===== src/rtl/pipelined_adder.sv =====
// pipelined_adder: add/subtract unit with the ripple carry split into STAGES registered segments behind a valid/ready handshake
module pipelined_adder #(
  parameter int WIDTH  = 8,
  parameter int STAGES = 2
) (
  input  logic             clk,
  input  logic             rst,
  input  logic             in_valid,
  output logic             in_ready,
  input  logic [WIDTH-1:0] a,
  input  logic [WIDTH-1:0] b,
  input  logic             cin,
  input  logic             sub,
  output logic             out_valid,
  input  logic             out_ready,
  output logic [WIDTH-1:0] s,
  output logic             cout,
  output logic             ovf
);
  localparam int SEG = WIDTH / STAGES;
  localparam int L   = STAGES - 1;
  logic              adv;
  logic [WIDTH-1:0]  b_eff;
  logic              c0;
  logic [STAGES-1:0] v_q, v_d, c_q, c_d, ci;
  logic [WIDTH-1:0]  a_q [STAGES];
  logic [WIDTH-1:0]  a_d [STAGES];
  logic [WIDTH-1:0]  b_q [STAGES];
  logic [WIDTH-1:0]  b_d [STAGES];
  logic [WIDTH-1:0]  s_q [STAGES];
  logic [WIDTH-1:0]  s_d [STAGES];
  logic [SEG:0]      seg_sum;

  assign b_eff     = sub ? ~b : b;
  assign c0        = sub ? ~cin : cin;
  assign adv       = !v_q[L] || out_ready;
  assign in_ready  = adv;
  assign out_valid = v_q[L];
  assign s         = s_q[L];
  assign cout      = c_q[L];
  assign ovf       = (a_q[L][WIDTH-1] == b_q[L][WIDTH-1]) && (s_q[L][WIDTH-1] != a_q[L][WIDTH-1]);

  // each stage takes its predecessor's operands, partial sum and carry, then resolves its own segment
  always_comb begin
    seg_sum = '0;
    for (int k = 0; k < STAGES; k++) begin
      v_d[k] = in_valid;
      a_d[k] = a;
      b_d[k] = b_eff;
      s_d[k] = '0;
      ci[k]  = c0;
      c_d[k] = 1'b0;
    end
    for (int k = 1; k < STAGES; k++) begin
      v_d[k] = v_q[k-1];
      a_d[k] = a_q[k-1];
      b_d[k] = b_q[k-1];
      s_d[k] = s_q[k-1];
      ci[k]  = c_q[k-1];
    end
    for (int k = 0; k < STAGES; k++) begin
      seg_sum = {1'b0, a_d[k][k*SEG +: SEG]} + {1'b0, b_d[k][k*SEG +: SEG]} + (SEG+1)'(ci[k]);
      s_d[k][k*SEG +: SEG] = seg_sum[SEG-1:0];
      c_d[k] = seg_sum[SEG];
    end
  end

  // whole pipe advances together or freezes together; reset clears valids and data
  always_ff @(posedge clk) begin
    if (rst) begin
      v_q <= '0;
      c_q <= '0;
      for (int k = 0; k < STAGES; k++) begin
        a_q[k] <= '0;
        b_q[k] <= '0;
        s_q[k] <= '0;
      end
    end else if (adv) begin
      v_q <= v_d;
      c_q <= c_d;
      for (int k = 0; k < STAGES; k++) begin
        a_q[k] <= a_d[k];
        b_q[k] <= b_d[k];
        s_q[k] <= s_d[k];
      end
    end
  end
endmodule

===== config.mk =====
export PLATFORM = sky130hd
export DESIGN_NAME = pipelined_adder
export DESIGN_NICKNAME = d
export VERILOG_FILES = /design/src/rtl/pipelined_adder.sv
export SDC_FILE = /design/constraint.sdc
export NUM_CORES = 1
export LEC_CHECK = 0
export CORE_ASPECT_RATIO = 0.7
export CORE_MARGIN = 5
export CORE_UTILIZATION = 51
export DETAILED_ROUTE_END_ITERATION = 10
export PLACE_DENSITY = 0.83
export SYNTH_ARGS = -nofsm -noshare
export SYNTH_HDL_FRONTEND = slang
export SYNTH_SLANG_ARGS = --single-unit
export TNS_END_PERCENT = 100

===== constraint.sdc =====
create_clock -name clk -period 6.3 [get_ports clk]
set_clock_uncertainty 0.05 [all_clocks]
set_input_delay 1.26 -clock clk [delete_from_list [all_inputs] [get_ports clk]]
set_output_delay 1.26 -clock clk [all_outputs]
set_load 0.02 [all_outputs]

==> results of run 1 <==
-- worst min-delay path, cell delays in order (launching register included) --
cell and delay [ns]:
dfxtp_1 0.32, nand2_1 0.05, a21oi_1 0.05
-- Yosys cell counts --
master | n | area, um2
mux2i_1 | 2 | 20.0
and3_1 | 11 | 68.8
xnor2_1 | 5 | 43.8
or3_1 | 2 | 12.5
edfxtp_1 | 22 | 661
nor2_2 | 1 | 6.26
xor2_1 | 5 | 43.8
buf_6 | 2 | 22.5
buf_2 | 2 | 10.0
nor2b_4 | 1 | 13.8
ha_1 | 6 | 75.1
o21ai_1 | 1 | 5.00
nor2b_1 | 2 | 12.5
a21o_1 | 3 | 22.5
a21oi_1 | 5 | 25.0
nand3_1 | 2 | 10.0
fa_1 | 4 | 80.1
and3_2 | 2 | 15.0
a211oi_1 | 1 | 7.51
inv_2 | 2 | 7.51
nor3_1 | 1 | 5.00
dfxtp_1 | 4 | 80.1
inv_1 | 3 | 11.3
nor2_1 | 10 | 37.5
nand2_1 | 6 | 22.5
o21ai_0 | 2 | 10.0
-- per-stage QoR --
stage          hold slack [ns]  setup WS (ns)
3_5_place_dp             0.416           2.24
2_1_floorplan            0.376           3.31
3_3_place_gp             0.392           2.26
6_report                 0.421           2.24
4_1_cts                  0.425           2.24
5_1_grt                  0.460           2.19
-- logic make-up after synthesis --
logic type      count (synthesis)  synth area share, %
simple gates                   38                 15.3
flops                          26                 55.7
compound gates                 12                 5.27
xor+xnor                       10                 6.59
fa+ha+maj                      10                 11.7
buf+inv                         9                 3.86
mux                             2                 1.51
-- power breakdown --
group          internal [W]  leakage, nW  switching, W
sequential         0.000208        0.289    0.00000669
combinational     0.0000495        0.419     0.0000438
clock             0.0000452       0.0228     0.0000471
-- registers in the layout, indices dropped and copies added, names as in the netlist --
register and flops:
s_q 12, a_q 5, b_q 5, c_q 2
v_q 2
-- layout make-up --
| cell class | count | area, um2 |
|---|---|---|
| Clock buffer | 4 | 45.0 |
| Fill cell | 195 | 763 |
| Inverter | 5 | 18.8 |
| Multi-Input combinational cell | 72 | 537 |
| Sequential cell | 26 | 741 |
| Tap cell | 34 | 42.5 |
| Timing Repair Buffer | 33 | 330 |
-- metal layers --
layer / global-route usage [%] / up-vias / part of all wire (%)
met5: 0 / - / 0
met2: 23.2 / 33 / 47
met4: 3.44 / 0 / 0.46
met1: 17.9 / 401 / 45
met3: 5.36 / 4 / 7.6
li1: - / 442 / -
-- how the worst min path moves through the flow --
stage               startpoint      to
floorplan               v_q[0]  v_q[0]
global placement        v_q[0]  v_q[0]
detailed placement      v_q[0]  v_q[0]
CTS                     v_q[0]  v_q[0]
global route            v_q[0]  v_q[0]
finish                  v_q[0]  v_q[0]
==> run summary, run 1 <==
Vias per inst - 5.06
Post-CTS resize count - 0
Peak VDD IR - 0.155 mV
Total routed wirelength - 2.41 mm
Placed insts - 170
Required time worst endpoint - 4.99 ns
TritonCTS clock tree - yes
Setup-failing EPs final - 0
WL/cell - 13.8 um
Area delta synth->final - 29.0%
Fin crit share - 64.4%
Placer Congestion - 0.746
Fin area - 0.00171 mm2
FF-to-FF setup slack - 4.61 ns
Largest net degree at the start of global routing - 23
# port buffers - 33
Layout cell share with drive strength beyond 1 - 6.43%
First-pass GRT wire length - 4.02 mm
Synth Register Bits - 26
CTS Hold Buffers Added - 0
Critical Path Sink Type - output port
Critical R2R Launch - c_q[0]
First-pass DRT Iterations - 4
Cell area after synthesis - 0.00133 mm2
Pwr Density - 233 mW/mm2
Setup crit end - in_ready
Die X - 71.0 um
Synth unique cells - 26
Buf+Inv Stages, Crit Path - 3
YS warnings - 0
Slew at the pin closest to its max-slew limit - 0.866 ns
Remaining DRCs - 0
Pwr Total - 0.000400 W
GRT Util Overall - 14.2%
Unrepaired setup endpoints after global routing - false
Mapped Avg Cell Area - 12.4 um2
Status - complete, no violations
R2r endpoint - c_q[1]
H-tree levels - 1
Fin crit period - 4.06 ns
Final cell count without fillers - 174
Crit-path cells - clkdlybuf4s50_1, nor2b_4, inv_2, clkdlybuf4s50_1
Commonest cells after routing, fill and taps aside - clkdlybuf4s50_1 (33), edfxtp_1 (22), and3_1 (11), nor2_1 (10)
Initial core utilization - 53.6%
Reg2Reg Depth - 6
HPWL after DPL - 1.82 mm
Clk Latency, worst-skew pair - 0.27 ns
Pins Over Slew Limit - 0
Core footprint - 0.00248 mm2
Crit path launch type - primary input
CP Depth - 4
CP Max Fanout - 21
Via count - 880
Max incr delay on CP - 0.67 ns
Initial antenna violation count - 0
Slew HR - 42.1%
Sequential area share after synthesis - 55.7%
Most common cell after layout, fill and taps aside - clkdlybuf4s50_1
Max-cap violations - 0
Slowest cell on crit path - clkdlybuf4s50_1
WHS Path Cells - 2
CP Launch Point - out_ready
GR Overflow Total - 0
Placed cell area - 0.00167 mm2
Clock Sinks - 26
Mapped Cells - 107
Antenna diodes - 0
Postcts setup bufs - 0
HP Class - reg -> reg
Final #Nets - 173
Post-DRT Antenna Nets - 0
CP Data Arrival Time - 2.75 ns
Leakage power - 0.731 nW
TNS Setup - 0 ns
CP Class - in -> out
Syn nets - 139
Maximum clock path buffer count - 2
Most used cell, CP - clkdlybuf4s50_1
Final Util - 69.2%
Top cell family by delay on the critical path - buffers and inverters
Num CTS Buffers - 3
DIE HEIGHT - 52.7 um
Die area - 0.00374 mm2
Hold violation count in the final report - 0
Vias in the first global route - 873
# rows - 15
IO Pins - 34
Clock Tree Root - clkbuf_8
Drt initial violations - 38
Worst-path clk slew - 0.07 ns
F_max - 0.246 GHz
(Power assumes the default switching activity.)
==> run 2, diff against run 1 <==
CORE_UTILIZATION = 43   (was 51)
PLACE_DENSITY = 0.74   (was 0.83)
clock period = 3.51 ns   (was 6.3 ns; I/O delays follow)
==> run 2 against run 1 <==
Effect of this change: clock power is 77% higher; die area is 15% higher; largest power group unchanged; critical path type unchanged; highest routed layer unchanged; sequential share of layout area is 0.44 points lower; first-iteration DRC count stayed put; via count is 0.45% lower; flip-flop and latch count stayed put; final cell count is 2.3% higher; sequential power is 80% higher; cell area is 1.0% higher; non-clock buffer count is 2 higher.
==> run summary, run 2 (synthesis results as in run 1) <==
Status - complete, no violations
Layout cell share with drive strength beyond 1 - 7.75%
IO Pins - 34
Final #Nets - 175
Most used cell, CP - clkdlybuf4s50_1
F_max - 0.338 GHz
Met2 GRT Util - 18.2%
WHS Path Cells - 2
HP Class - reg -> reg
CTS Hold Buffers Added - 0
Fin crit share - 84.4%
Peak VDD IR - 0.169 mV
Area delta synth->final - 30.3%
CP Max Fanout - 21
Slowest cell on crit path - clkdlybuf4s50_1
Pins Over Slew Limit - 0
Total routed wirelength - 2.43 mm
Critical Path Sink Type - output port
CP Data Arrival Time - 2.21 ns
Reg2Reg Depth - 6
Clock Tree Root - clkbuf_8
Largest register by flop count - s_q
Crit-path cells - clkdlybuf4s50_1, nor2b_4, inv_2, clkdlybuf4s50_1
First-pass GRT wire length - 3.96 mm
Max incr delay on CP - 0.67 ns
Leakage power - 0.740 nW
Top cell family by delay on the critical path - buffers and inverters
Vias in the first global route - 887
Crit path launch type - primary input
Slew at the pin closest to its max-slew limit - 0.365 ns
Postcts setup bufs - 0
Reg power frac - 53.6%
Num CTS Buffers - 3
Buf+Inv Stages, Crit Path - 3
TritonCTS clock tree - yes
Remaining DRCs - 0
H-tree levels - 1
Die X - 76.4 um
Worst-path clk slew - 0.08 ns
Required time worst endpoint - 2.76 ns
GRT Util Overall - 11.4%
CP Depth - 4
Post-DRT Antenna Nets - 0
First-pass DRT Iterations - 4
Die area - 0.00432 mm2
Clk Latency, worst-skew pair - 0.26 ns
Drt initial violations - 38
Vias per inst - 4.92
Largest net degree at the start of global routing - 22
Final worst slack - 0.548 ns
Commonest cells after routing, fill and taps aside - clkdlybuf4s50_1 (33), edfxtp_1 (22), and3_1 (11), nor2_1 (10)
Fin crit period - 2.96 ns
NetSw - 0.000177 W
Sw Ratio - 24.6%
GRT met1 Usage - 13.6%
Initial core utilization - 46.1%
# port buffers - 33
# rows - 16
Post-CTS resize count - 0
Most common cell after layout, fill and taps aside - clkdlybuf4s50_1
Maximum clock path buffer count - 2
Via count - 876
TNS Setup - 0 ns
Pwr Density - 415 mW/mm2
HPWL after DPL - 1.84 mm
DIE HEIGHT - 56.5 um
Setup WS pre-CTS - 0.575 ns
GR Overflow Total - 0
CP Class - in -> out
Pwr Total - 0.000719 W
Number of flip-flops in the largest register - 12
Placer Congestion - 0.777
Filler instances - 233
WL/cell - 13.6 um
Initial antenna violation count - 0
Clock Sinks - 26
Max-cap violations - 0
Setup-failing EPs final - 0
Most Crowded Layer GR - met2
Slew HR - 75.6%
Clock power share - 22.6%
Core footprint - 0.00288 mm2
Unrepaired setup endpoints after global routing - false
Power share of the combinational group - 23.8%
Biggest regs - s_q: 12 flops, a_q: 5 flops, b_q: 5 flops
Met3 Use GR - 4.63%
P_int - 0.000542 W
Fin area - 0.00173 mm2
Hold violation count in the final report - 0
Placed cell area - 0.00169 mm2
Antenna diodes - 0
## run 2: changes by cell type in the layout (fill, tap and decap cells not counted)
cell / before / now
clkbuf_1: 1 / 0
clkinv_1: 0 / 1
buf_4: 0 / 2
## run 2: per-layer routing
layer	vias to the layer above	part of all wire, %
met2	30	46
met4	0	1.9
met3	4	7.3
met5	-	0
li1	443	-
met1	399	45
## run 2: power by group through the flow
stage	clock, W	sequential, W	combinational, W
6_report	0.000163	0.000386	0.000171
3_3_place_gp	0	0.000391	0.000166
2_1_floorplan	0	0.000408	0.0000793
4_1_cts	0.000165	0.000386	0.000172
5_1_grt	0.000178	0.000389	0.000187
3_5_place_dp	0	0.000393	0.000170
## run 2: final timing paths
kind	from	slack, ns	to
worst max-delay path	out_ready	0.55	in_ready
worst min-delay path	v_q[0]	0.41	v_q[0]
worst max register to register	c_q[0]	1.79	c_q[1]
worst min register to register	v_q[0]	0.41	v_q[0]
## run 2: per-stage QoR
stage | hold slack (ns) | std cells | utilization [%]
finish | 0.408 | 178 | 60.1
global route | 0.451 | 178 | 60.1
CTS | 0.408 | 178 | 60.1
detailed placement | 0.397 | 174 | 58.5
global placement | 0.392 | 174 | 58.5
floorplan | 0.376 | 107 | -
## run 2: cell type report
cell class                 count  area, um2  area share, %
inverter                       5       18.8           1.08
tap                           36       45.0           2.60
clock inverter                 1       3.75          0.217
clock buffer                   3       41.3           2.38
sequential                    26        741           42.8
multi-input combinational     72        537           31.0
timing repair buffer          35        345           19.9
## run 2: worst register-to-register path: cells and delay by family, from the launching register on
| kind | cells | cell delay [ns] |
|---|---|---|
| fa+ha+maj | 2 | 0.60 |
| flops | 1 | 0.37 |
| compound gates | 2 | 0.37 |
| simple gates | 1 | 0.17 |
| buf+inv | 1 | 0.06 |
